[src/rtl/skid_pipe.sv]
// skid_pipe: chain of STAGES skid-buffer stages carrying WORD_WIDTH-bit words in strict FIFO order.
// Latency: a word accepted into an empty pipe is visible on out_data STAGES-1 cycles after the accepting edge.
// Backpressure: each stage absorbs one extra word in its skid register; in_ready is a pure register output.
// Ports:
//   clk, rstn (sync, active-low), flush (sync discard of all held words)
//   in_valid / in_ready / in_data    : upstream valid-ready handshake
//   out_valid / out_ready / out_data : downstream valid-ready handshake, driven straight from flops
//   count                            : words currently held, 0..2*STAGES
module skid_pipe #(
  parameter int                    WORD_WIDTH  = 32,
  parameter logic [WORD_WIDTH-1:0] RESET_VALUE = '0,
  parameter int                    STAGES      = 1
) (
  input  logic                               clk,
  input  logic                               rstn,
  input  logic                               flush,
  input  logic                               in_valid,
  output logic                               in_ready,
  input  logic [WORD_WIDTH-1:0]              in_data,
  output logic                               out_valid,
  input  logic                               out_ready,
  output logic [WORD_WIDTH-1:0]              out_data,
  output logic [$clog2(2*STAGES+1)-1:0]      count
);

  localparam int CW = $clog2(2*STAGES+1);

  // Per-stage state exported so neighbouring stages can see it.
  logic                  main_vld_a [STAGES];
  logic [WORD_WIDTH-1:0] main_dat_a [STAGES];
  logic                  skid_vld_a [STAGES];

  for (genvar k = 0; k < STAGES; k++) begin : g_stage
    logic                  main_vld;
    logic [WORD_WIDTH-1:0] main_dat;
    logic                  skid_vld;
    logic [WORD_WIDTH-1:0] skid_dat;

    logic                  s_in_vld;
    logic [WORD_WIDTH-1:0] s_in_dat;
    logic                  s_out_rdy;
    logic                  accept;
    logic                  consume;
    logic                  main_load;

    if (k == 0) begin : g_first
      assign s_in_vld = in_valid;
      assign s_in_dat = in_data;
    end else begin : g_inner
      assign s_in_vld = main_vld_a[k-1];
      assign s_in_dat = main_dat_a[k-1];
    end

    // Downstream readiness is the next stage's registered "skid empty",
    // so out_ready never reaches in_ready combinationally.
    if (k == STAGES-1) begin : g_last
      assign s_out_rdy = out_ready;
    end else begin : g_mid
      assign s_out_rdy = ~skid_vld_a[k+1];
    end

    assign accept    = s_in_vld & ~skid_vld;
    assign consume   = main_vld & s_out_rdy;
    assign main_load = ~main_vld | consume;

    always_ff @(posedge clk) begin
      if (!rstn || flush) begin
        main_vld <= 1'b0;
        skid_vld <= 1'b0;
        main_dat <= RESET_VALUE;
        skid_dat <= RESET_VALUE;
      end else if (main_load) begin
        if (skid_vld) begin
          // Skid holds the older word; accept is impossible while skid is full.
          main_vld <= 1'b1;
          main_dat <= skid_dat;
          skid_vld <= 1'b0;
        end else begin
          main_vld <= accept;
          if (accept) begin
            main_dat <= s_in_dat;
          end
        end
      end else if (accept) begin
        // Main is stalled: park the incoming word.
        skid_vld <= 1'b1;
        skid_dat <= s_in_dat;
      end
    end

    assign main_vld_a[k] = main_vld;
    assign main_dat_a[k] = main_dat;
    assign skid_vld_a[k] = skid_vld;
  end

  assign in_ready  = ~skid_vld_a[0];
  assign out_valid = main_vld_a[STAGES-1];
  assign out_data  = main_dat_a[STAGES-1];

  logic in_xfer;
  logic out_xfer;

  assign in_xfer  = in_valid & in_ready;
  assign out_xfer = out_valid & out_ready;

  always_ff @(posedge clk) begin
    if (!rstn || flush) begin
      count <= '0;
    end else if (in_xfer && !out_xfer) begin
      count <= count + CW'(1);
    end else if (out_xfer && !in_xfer) begin
      count <= count - CW'(1);
    end
  end

endmodule

[config.mk]
export PLATFORM = sky130hd
export DESIGN_NAME = skid_pipe
export DESIGN_NICKNAME = d
export VERILOG_FILES = /design/src/rtl/skid_pipe.sv
export SDC_FILE = /design/constraint.sdc
export NUM_CORES = 1
export LEC_CHECK = 0
export CAP_MARGIN = 20
export CORE_ASPECT_RATIO = 2
export CORE_MARGIN = 2
export CORE_UTILIZATION = 40
export DETAILED_ROUTE_END_ITERATION = 8
export GPL_TIMING_DRIVEN = 0
export PLACE_DENSITY = 0.77
export SETUP_SLACK_MARGIN = 0.4
export SYNTH_ARGS = -nofsm -noshare
export SYNTH_HDL_FRONTEND = slang
export SYNTH_SLANG_ARGS = --single-unit
[constraint.sdc]
create_clock -name clk -period 2.35 [get_ports clk]
set_clock_uncertainty 0.2 [all_clocks]
set_input_delay 0.47 -clock clk [delete_from_list [all_inputs] [get_ports clk]]
set_output_delay 0.47 -clock clk [all_outputs]
set_load 0.05 [all_outputs]
; ---- Word level (Yosys, flattened, before mapping)
; Cells that the tools add are included.
[word_totals]
register_bits = 68
in_bits = 37
out_inout_bits = 36
word_cells = 29
[classes]
addsub = 2
mux = 5
bitwise = 6
reduce_logical = 11
[ops]
columns = op, n
row1 = 2-to-1 mux 32 bit, 2
row2 = 2-to-1 mux 2 bit, 2
row3 = AND reduction 2 bit, 2
row4 = nonzero test 2 bit, 2
row5 = logical NOT 1 bit, 3
row6 = NOT 1 bit, 3
row7 = "adder 2 x 1 -> 2 bit, second input constant", 1
row8 = AND 1 bit, 2
row9 = logical AND 1 bit, 2
row10 = OR reduction 2 bit, 1
row11 = "subtractor 2 x 1 -> 2 bit, second input constant", 1
row12 = logical OR 1 bit, 1
row13 = 2-to-1 mux 1 bit, 1
row14 = OR 1 bit, 1

; ---- Depth between registers and ports, before layout
; Gate-level depths: netlist (run 1).
[depth]
ltp_word = 6
depth_mapped = 7
ltp_nobuf = 5

; ---- Least setup slack after synthesis (run 1)
; Ideal clock, no wire load.
[synth_path]
path_kind = register to register
start = reg g_stage[0].skid_vld
end = reg count[1]
setup_time_ns = 0.072
t_arrival_ns = 1.549
required_time_ns = 2.078
setup_slack_ns = 0.529
stages_incl_launch_ff = 7
n_path_buf = 2
synth_period_minus_slack_ns = 1.821
cell_sequence = dfxtp_1 -> buf_4 -> buf_2 -> nor2b_1 -> ha_1 -> or3_1 -> a21oi_1
[synth_via]
elab_chain_cells = 5
elab_cells_between_ends = 7
cone_classes = mux (1) / bitwise (2) / reduce/logical (4)
[synth_lines]
columns = item, line_no
row1 = from (decl), 36  ; logic skid_vld;
row2 = from (signal assigned), 69  ; skid_vld <= 1'b0;
row3 = from (signal assigned), 77  ; skid_vld <= 1'b0;
row4 = from (signal assigned), 86  ; skid_vld <= 1'b1;
row5 = NOT 1 bit (*), -
row6 = AND 1 bit (*), -
row7 = named net g_stage[0].accept, 42  ; logic accept;
row8 = logical NOT 1 bit, 111  ; end else if (out_xfer && !in_xfer) begin
row9 = logical AND 1 bit, 111
row10 = nonzero test 2 bit (no source line), -
row11 = to (signal assigned), 110  ; count <= count + CW'(1);
row12 = to (signal assigned), 112  ; count <= count - CW'(1);
row13 = to (decl), 23  ; output logic [$clog2(2*STAGES+1)-1:0] count
; The timed path passes the listed nets; every way through them passes the cells marked *.
; A chain may end at the register's enable or synchronous reset.

; ---- Final worst setup path (run 1)
[layout_path]
start = reg g_stage[0].skid_vld
end = out in_ready
[layout_via]
elab_chain_cells = 1
[layout_lines]
columns = item, line_no
row1 = NOT 1 bit, 96  ; assign in_ready = ~skid_vld_a[0];
row2 = to (decl), 18  ; output logic in_ready,
; Every way passes these cells.

==> out/qor.txt, run 1 <==
Status = finished clean
Vias = 2545
Max-capacitance violation count = 0
Largest net degree at the start of global routing = 13
PD cells = 726.6 nW/um2
Port bufs = 72
Ant diodes = 0
Initial Utilization = 0.4096
Post-synthesis simple-gate area fraction = 0.1093
CTS Buffer Depth = 2
Hold buffer count at CTS = 0
Global-route wire length before repair = 11.67 mm
Final ANT Viol Nets = 0
Sinks on the clock net = 68
Placed cell count = 475
Clock transition at the registers of the reported paths = 60 ps
Post-synth ARST share = 0
Yosys Warn Count = 0
Syn avg cell area = 9.426 um2
Crit path kind = register to primary output
Final WL = 7.241 mm
Wire per inst = 14.75 um
Fin. max-slew vios = 0
Synth Area in Compound Gates = 0.2475
Area of the multi-input gates = 1396 um2
Insertion delay to the later sink of the worst-skew pair = 330 ps
Top-count cell post-synth = dfxtp_1
Die area = 8071 um2
Post-route setup TNS = 0 ps
Rel. slew slack = 0.6083
Mux contribution to synthesized area = 0.1093
Peak supply drop = 0.0004906 V
Power Total = 2.942 mW
Maximum clock rate = 515.2 MHz
Leak pwr = 1.501 nW
Share of the synthesized area in the top cell type = 0.4644
Mapped Area = 2932 um2
Clk root buf = clkbuf_16
Total CTS buffers = 9
Cell taking the most area after synthesis = dfxtp_1
Area growth syn-to-layout = 38.11%
Arrival time of the worst setup path = 1270 ps
Finished Core Util = 0.5657
Syn nets = 349
CTS tree = yes
Adder-cell area share of the yosys netlist = 0.004268
Top cells by count, synth = 68 x dfxtp_1, 66 x a21oi_1, 65 x nand2_1
Hold Crit Class = register to register
Setup Buffers After CTS = 0
DR DRC count = 0
Boundary pin count = 73
Period utilisation layout = 0.8259
Critical Path RT = 1680 ps
Filler cells = 662
Die H = 125.1 um
Worst slew pin tran = 587.6 ps
Row count = 44
Synth Register Bits = 68
Via/cell ratio = 5.183
Synth area leaders = dfxtp_1 46%, a211oi_2 13%, a21oi_1 11%
Initial antenna violation count = 0
DP Area = 3767 um2
Layout cells sized above 1 = 0.1930
Placer Congestion = 0.7628
Number of global-route vias before repair = 2498
Worst setup EP type = primary output
Core area = 7157 um2
DP HPWL = 4.945 mm
1st-iter DRT viols = 153
Crit path max fanout = 10
Sequential share of the synthesized area = 0.4644
Die Width = 64.54 um
H-tree depth = 3
Setup crit start kind = register
NumNets Final = 432
Drt first pass iters = 4
Main synth FF type = dfxtp_1
Gr usage total = 0.1852
Final Hold Fails = 0
Mapped Cells = 311
Number of synthesized flops with an enable pin = 0
Largest family of logic cells by synthesized area = compound AO/OA/AOI/OAI gates
Reg area = 1361 um2
Total grt overflow = 0
Min Tclk post-route = 1941 ps
RSZ-0062 raised after global routing = yes
Cell variety after synth = 24
Final setup vio count = 0
Xor/xnor share of the synthesized area = 0.005975
Final Instance Count excl. Fillers = 491
Fin area = 4049 um2
-- cells in the final DEF (no fill, tap or decap), types with 3 or more instances in the layout --
master | netlist | layout
dfxtp_1 | 68 | 68
a21oi_1 | 66 | 66
nand2_1 | 65 | 65
clkdlybuf4s50_1 | 0 | 35
dlygate4sd2_1 | 0 | 33
mux2i_1 | 32 | 32
a211oi_2 | 30 | 30
buf_2 | 13 | 13
clkbuf_2 | 0 | 9
clkbuf_16 | 0 | 9
buf_6 | 4 | 4
clkbuf_1 | 13 | 3
-- repair_timing --
action	CTS	global route
hold endpoints to repair	0	0
endpoints found under the setup margin	79	51
resized for setup	48	15
-- metrics by stage --
stage	setup slack (ps)	hold slack, ps
2_1_floorplan	528.9	236.0
3_3_place_gp	-3.104	240.6
3_5_place_dp	-25.17	246.3
4_1_cts	214.4	253.9
5_1_grt	362.9	275.3
6_report	409.0	252.7
-- routing by layer --
layer,global-route usage,wire [um]
met1,0.2192,3048
met2,0.3094,3565
met3,0.04496,509
met4,0.08761,118
met5,0,0
-- cell type report --
cell class | count | share of cell area
inverters | 1 | 0.0009271
plain buffers | 32 | 0.04883
repair buffers | 72 | 0.1659
multi-input cells | 210 | 0.3449
clock buffers | 10 | 0.05902
clock inverters | 6 | 0.01576
well taps | 92 | 0.02843
flip-flops and latches | 68 | 0.3362
-- power by group --
part,internal [mW],switching [mW],total [mW]
combinational,0.150,0.240,0.390
clock,0.847,0.503,1.35
sequential,1.18,0.0177,1.20
total,2.18,0.761,2.94
-- worst paths after layout --
kind	from	to	slack [ps]	cells after the start
max reg2reg	g_stage[0].skid_vld	count[1]	530	6
min	g_stage[0].skid_dat[14]	g_stage[0].skid_dat[14]	250	2
max	g_stage[0].skid_vld	in_ready	410	4
min reg2reg	g_stage[0].skid_dat[14]	g_stage[0].skid_dat[14]	250	2
-- state kept, by name, summed over array words and instances (netlist names) --
name              cells
count                 2
g_stage.skid_dat     32
g_stage.skid_vld      1
out_data             32
out_valid             1
-- worst max-delay path: stages (launching register included) --
cell	delay (ps)
dfxtp_1	300
buf_4	170
buf_8	160
inv_1	50
buf_2	250
-- logic make-up (layout without fill, tap and decap cells) --
| group | Yosys count | in the layout |
|---|---|---|
| compound gates | 99 | 99 |
| xor+xnor | 2 | 2 |
| fa+ha+maj | 1 | 1 |
| buf+inv | 33 | 121 |
| flops | 68 | 68 |
| mux | 32 | 32 |
| simple gates | 76 | 76 |
(Power assumes the default switching activity.)
==> inputs of run 2 (changes only) <==
- clock period: 2.35 -> 1.9 ns (I/O delays scaled with it)
==> out/qor.txt, run 2 (synthesis gave the netlist of run 1 again) <==
Row count = 44 (unchanged)
R2R setup slack = 160 ps (-370 ps)
Int Power = 3.006 mW (+38%)
Crit path max-delay family = buffers and inverters
Wire per inst = 18.50 um (+25%)
Number of global-route vias before repair = 2706 (+8.3%)
Period utilisation layout = 0.9133
Gate power share = 0.161 (+0.028)
Power Total = 4.023 mW (+37%)
Boundary pin count = 73 (unchanged)
Clk root buf = clkbuf_16
Fin area = 4888 um2 (+21%)
Hold path cells = 3 (+1)
Slowest-stage cell, CP = dfxtp_2
Min Tclk post-route = 1735 ps
Port bufs = 72 (unchanged)
Crit path kind = register to register
DP HPWL = 5.019 mm (+1.5%)
Final ANT Viol Nets = 0 (unchanged)
Min-delay src = in_valid
Die area = 8071 um2 (unchanged)
Hold Crit Class = primary input to register
Most frequent cells in the layout = 64 x dfxtp_1, 44 x nand2_1, 43 x a21oi_2
Clock power share = 0.468 (+0.009)
Final WL = 9.472 mm (+31%)
Via/cell ratio = 5.363 (+3.5%)
Worst setup EP type = register
Filler cells = 518 (-22%)
Status = finished clean
Initial Utilization = 0.4096 (unchanged)
DP Area = 3799 um2 (+0.83%)
Switching Power = 1.017 mW (+34%)
Rel. slew slack = 0.7761 (+0.1678)
Initial antenna violation count = 0 (unchanged)
Die H = 125.1 um (unchanged)
Cell mode on critical path = buf_6
Finished Core Util = 0.6830 (+0.1173)
Net Sw Frac = 0.2529 (-0.005778)
RR Startpoint = g_stage[0].skid_vld
CTS tree = yes
Total CTS buffers = 9 (unchanged)
Slowest stage delay, CP = 330 ps (+30 ps)
Flop pwr share = 0.371 (-0.038)
Ant diodes = 0 (unchanged)
Largest net degree at the start of global routing = 12 (-1)
H-tree depth = 3 (unchanged)
Worst Hold Path EP = out_valid
Die Width = 64.54 um (unchanged)
CTS Buffer Depth = 2 (unchanged)
1st-iter DRT viols = 131 (-14%)
Placer Congestion = 0.7315 (-4.1%)
PD cells = 822.9 nW/um2 (+13%)
Core area = 7157 um2 (unchanged)
Max-capacitance violation count = 0 (unchanged)
Critical Path RT = 1960 ps (+280 ps)
Final Hold Fails = 0 (unchanged)
Most common cell after layout, fill and taps aside = dfxtp_1
Insertion delay to the later sink of the worst-skew pair = 340 ps (about the same)
Global-route wire length before repair = 13.56 mm (+16%)
CP Cell Sequence = buf_6 -> buf_6 -> and4bb_1 -> buf_6 -> buf_12 -> buf_8 -> nand2_1 -> a21oi_1
RSZ-0062 raised after global routing = yes
Sinks on the clock net = 68 (unchanged)
DR DRC count = 0 (unchanged)
Hold buffer count at CTS = 0 (unchanged)
Crit path max fanout = 5 (-5)
WP buf/inv = 5 (+1)
Drt first pass iters = 5 (+1)
Worst slew pin tran = 326.6 ps (-261.0 ps)
Peak supply drop = 0.0008321 V (+70%)
RR Endpoint = g_stage[0].skid_dat[16]
Setup crit start kind = register
Gr usage total = 0.2196 (+0.03439)
Clock transition at the registers of the reported paths = 60 ps (about the same)
Maximum clock rate = 576.3 MHz
Leak pwr = 1.828 nW (+22%)
Fin. max-slew vios = 0 (unchanged)
Final setup vio count = 0 (unchanged)
Total grt overflow = 0 (unchanged)
Layout cells sized above 1 = 0.5024 (+0.3094)
NumNets Final = 453 (+4.9%)
Area growth syn-to-layout = 66.75%
Arrival time of the worst setup path = 1790 ps (+520 ps)
Vias = 2746 (+7.9%)
R2R cell count = 8 (+2)
## run 2: cell types whose count changed in the layout (fill, tap and decap cells not counted), sizes merged, moves of 2 or more
cell and delta:
dlygate4sd2 -33, clkbuf +2, buf +56, clkinvlp -2
## run 2: final cells by class
cell class	count	area [um2]	share of cell area
sequential	68	1369	0.2800
timing repair buffer	93	1002	0.2050
multi-input combinational	210	1719	0.3517
buffer	32	337.8	0.06911
inverter	1	8.758	0.001792
tap	92	115.1	0.02355
clock inverter	4	70.07	0.01433
clock buffer	12	266.5	0.05452
## run 2: what timing repair did
| action | CTS | global route |
|---|---|---|
| resized for setup | 296 | 91 |
| endpoints found under the hold margin | 0 | 0 |
| cloned | 5 | 1 |
| pin swaps | 5 | 40 |
| endpoints found under the setup margin | 104 | 78 |
| setup buffers | 12 | 3 |
## run 2: how the worst max path moves through the flow
stage                        start                 endpoint  slack (ps)  cells past startpoint
2_1_floorplan  g_stage[0].skid_vld                 count[1]         250                      6
3_3_place_gp              in_valid              out_data[1]        -340                      6
3_5_place_dp              in_valid             out_data[16]        -380                      6
4_1_cts        g_stage[0].skid_vld                 count[1]         240                      6
5_1_grt        g_stage[0].skid_vld  g_stage[0].skid_dat[16]         140                      8
6_report       g_stage[0].skid_vld  g_stage[0].skid_dat[16]         160                      8
## run 2: metal layers
| metal | track usage | wire, um | vias up |
|---|---|---|---|
| met5 | 0 | 0 | - |
| met1 | 0.2575 | 3681 | 1313 |
| met3 | 0.06205 | 491 | 27 |
| li1 | - | - | 1295 |
| met4 | 0.08636 | 323 | 0 |
| met2 | 0.3719 | 4976 | 111 |
## run 2: per-stage QoR
step	TNS (ps)	hold slack (ps)	worst slack (ps)	cells
after floorplan	0	236.0	250.2	311
after global placement	-14400	241.0	-343.4	475
after detailed placement	-16160	247.5	-382.8	475
after CTS	0	256.2	236.7	508
after global routing	0	258.3	136.6	512
final	0	243.2	164.8	512
## run 2: worst min-delay path, stage by stage
cell	delay (ps)
clkbuf_2	140
nor2_1	80
a21oi_1	130
## run 2: power by group through the flow
stage          Combinational [mW]  Clock (mW)  Sequential, mW
2_1_floorplan               0.194           0            1.63
3_3_place_gp                0.502           0            1.52
3_5_place_dp                0.507           0            1.52
4_1_cts                     0.595        1.89            1.49
5_1_grt                     0.676        1.97            1.50
6_report                    0.648        1.88            1.49
==> inputs of run 3 (changes only) <==
- CORE_MARGIN: 2 -> unset
==> out/qor.txt, run 3 (synthesis gave the netlist of run 1 again) <==
Status = finished clean
Hold buffer count at CTS = 0 (unchanged)
Int Power = 2.722 mW (-9.4%)
Layout cells sized above 1 = 0.4255 (-0.07690)
Maximum clock rate = 607.8 MHz (+5.5%)
Filler cells = 551 (+6.4%)
Peak supply drop = 0.0006339 V (-24%)
Drt first pass iters = 4 (-1)
Number of global-route vias before repair = 2642 (-2.4%)
Final Hold Fails = 0 (unchanged)
DR DRC count = 0 (unchanged)
Row count = 43 (-2.3%)
Boundary pin count = 73 (unchanged)
R2R cell count = 7 (-1)
Insertion delay to the later sink of the worst-skew pair = 330 ps (about the same)
RSZ-0062 raised after global routing = yes
Setup crit start kind = register
Vias = 2684 (-2.3%)
Sinks on the clock net = 68 (unchanged)
Final Instance Count excl. Fillers = 506 (-1.2%)
Placer Congestion = 0.7811 (+6.8%)
Initial antenna violation count = 0 (unchanged)
Leak pwr = 1.625 nW (-11%)
Total CTS buffers = 9 (unchanged)
Period utilisation layout = 0.8660 (-0.04729)
Worst slew pin tran = 324.1 ps (-2.522 ps)
Worst setup EP type = register
Post-route setup TNS = 0 ps (unchanged)
Die area = 7696 um2 (-4.6%)
Crit path max fanout = 3 (-2)
Hold Crit Class = primary input to register
Area growth syn-to-layout = 55.36%
CTS Buffer Depth = 2 (unchanged)
Final ANT Viol Nets = 0 (unchanged)
1st-iter DRT viols = 105 (-20%)
Most frequent cells in the layout = 64 x nand2_1, 63 x dfxtp_1, 42 x buf_4
Global-route wire length before repair = 13.21 mm (-2.5%)
Ant diodes = 0 (unchanged)
Clk root buf = clkbuf_16
Port bufs = 72 (unchanged)
Die Width = 62.54 um (-3.1%)
Hold path cells = 3 (unchanged)
DP HPWL = 5.405 mm (+7.7%)
Gate power share = 0.165 (+0.004)
Fin. max-slew vios = 0 (unchanged)
Net Sw Frac = 0.2637 (+0.01086)
Total grt overflow = 0 (unchanged)
Crit path kind = register to register
Final WL = 8.395 mm (-11%)
Wire per inst = 16.59 um (-10%)
Switching Power = 0.9748 mW (-4.2%)
Reg area = 1370 um2 (about the same)
Gr usage total = 0.2264 (+0.006753)
Initial Utilization = 0.4191 (+0.009526)
CTS tree = yes
Area of the multi-input gates = 1540 um2 (-10%)
Core area = 6994 um2 (-2.3%)
Die H = 123.1 um (-1.6%)
Min Tclk post-route = 1645 ps (-89.85 ps)
Largest net degree at the start of global routing = 12 (unchanged)
Clock transition at the registers of the reported paths = 60 ps (about the same)
PD cells = 811.6 nW/um2 (-1.4%)
H-tree depth = 3 (unchanged)
Max-capacitance violation count = 0 (unchanged)
Most common cell after layout, fill and taps aside = nand2_1
Via/cell ratio = 5.304 (-1.1%)
Rel. slew slack = 0.7840 (+0.007910)
Clock power share = 0.431 (-0.037)
Arrival time of the worst setup path = 1660 ps (-130 ps)
Flop pwr share = 0.405 (+0.034)
NumNets Final = 449 (-0.88%)
Placed cell count = 473 (-0.42%)
Final setup vio count = 0 (unchanged)
Critical Path RT = 1920 ps (-40 ps)
run 3: final timing paths:
| path | from | end | slack [ps] |
|---|---|---|---|
| setup / recovery | g_stage[0].skid_vld | count[1] | 250 |
| hold / removal | in_valid | g_stage[0].skid_vld | 180 |
| setup reg to reg | g_stage[0].skid_vld | count[1] | 250 |
| hold reg to reg | g_stage[0].skid_dat[20] | g_stage[0].skid_dat[20] | 250 |
run 3: power by group through the flow:
stage | registers, mW | logic, mW | clock network, mW
after global routing | 1.50 | 0.640 | 1.66
after detailed placement | 1.52 | 0.512 | 0
final | 1.50 | 0.608 | 1.59
after global placement | 1.52 | 0.502 | 0
after CTS | 1.49 | 0.595 | 1.60
after floorplan | 1.63 | 0.194 | 0
run 3: what timing repair did:
| item | in CTS | in global routing |
|---|---|---|
| cloned | 5 | 0 |
| buffers inserted | 11 | 1 |
| gates resized for setup | 311 | 25 |
| setup endpoints to repair | 104 | 74 |
| pin swaps | 6 | 5 |
| hold endpoints to repair | 0 | 0 |
run 3: worst max-delay path: stages (launching register included):
cell	delay, ps
dfxtp_2	320
buf_6	110
buf_12	120
nor2b_1	110
ha_1	240
buf_4	140
o21ai_0	210
a21oi_2	80
run 3: layer usage:
metal,global-route usage,part of all wire,vias up
met3,0.04520,0.042,24
met4,0.1381,0.035,0
met2,0.4212,0.56,90
li1,-,-,1281
met5,0,0,-
met1,0.2281,0.36,1289
run 3: final cells by class:
| class | instances | share of cell area |
|---|---|---|
| buffer | 32 | 0.07802 |
| tap | 90 | 0.02473 |
| multi-input combinational | 210 | 0.3382 |
| clock inverter | 4 | 0.004945 |
| timing repair buffer | 89 | 0.1934 |
| inverter | 1 | 0.001374 |
| sequential | 68 | 0.3008 |
| clock buffer | 12 | 0.05852 |
run 3: per-stage QoR:
step / hold WS [ps] / power (mW) / area (um2) / utilization / setup WS [ps]
CTS: 253.4 / 3.691 / 4468 / 0.6388 / 253.2
detailed placement: 246.3 / 2.030 / 3796 / 0.5428 / -414.2
floorplan: 236.0 / 1.825 / 2963 / - / 250.2
finish: 184.5 / 3.697 / 4554 / 0.6512 / 254.6
global route: 189.3 / 3.801 / 4554 / 0.6512 / 210.4
global placement: 240.8 / 2.020 / 3796 / 0.5428 / -361.7
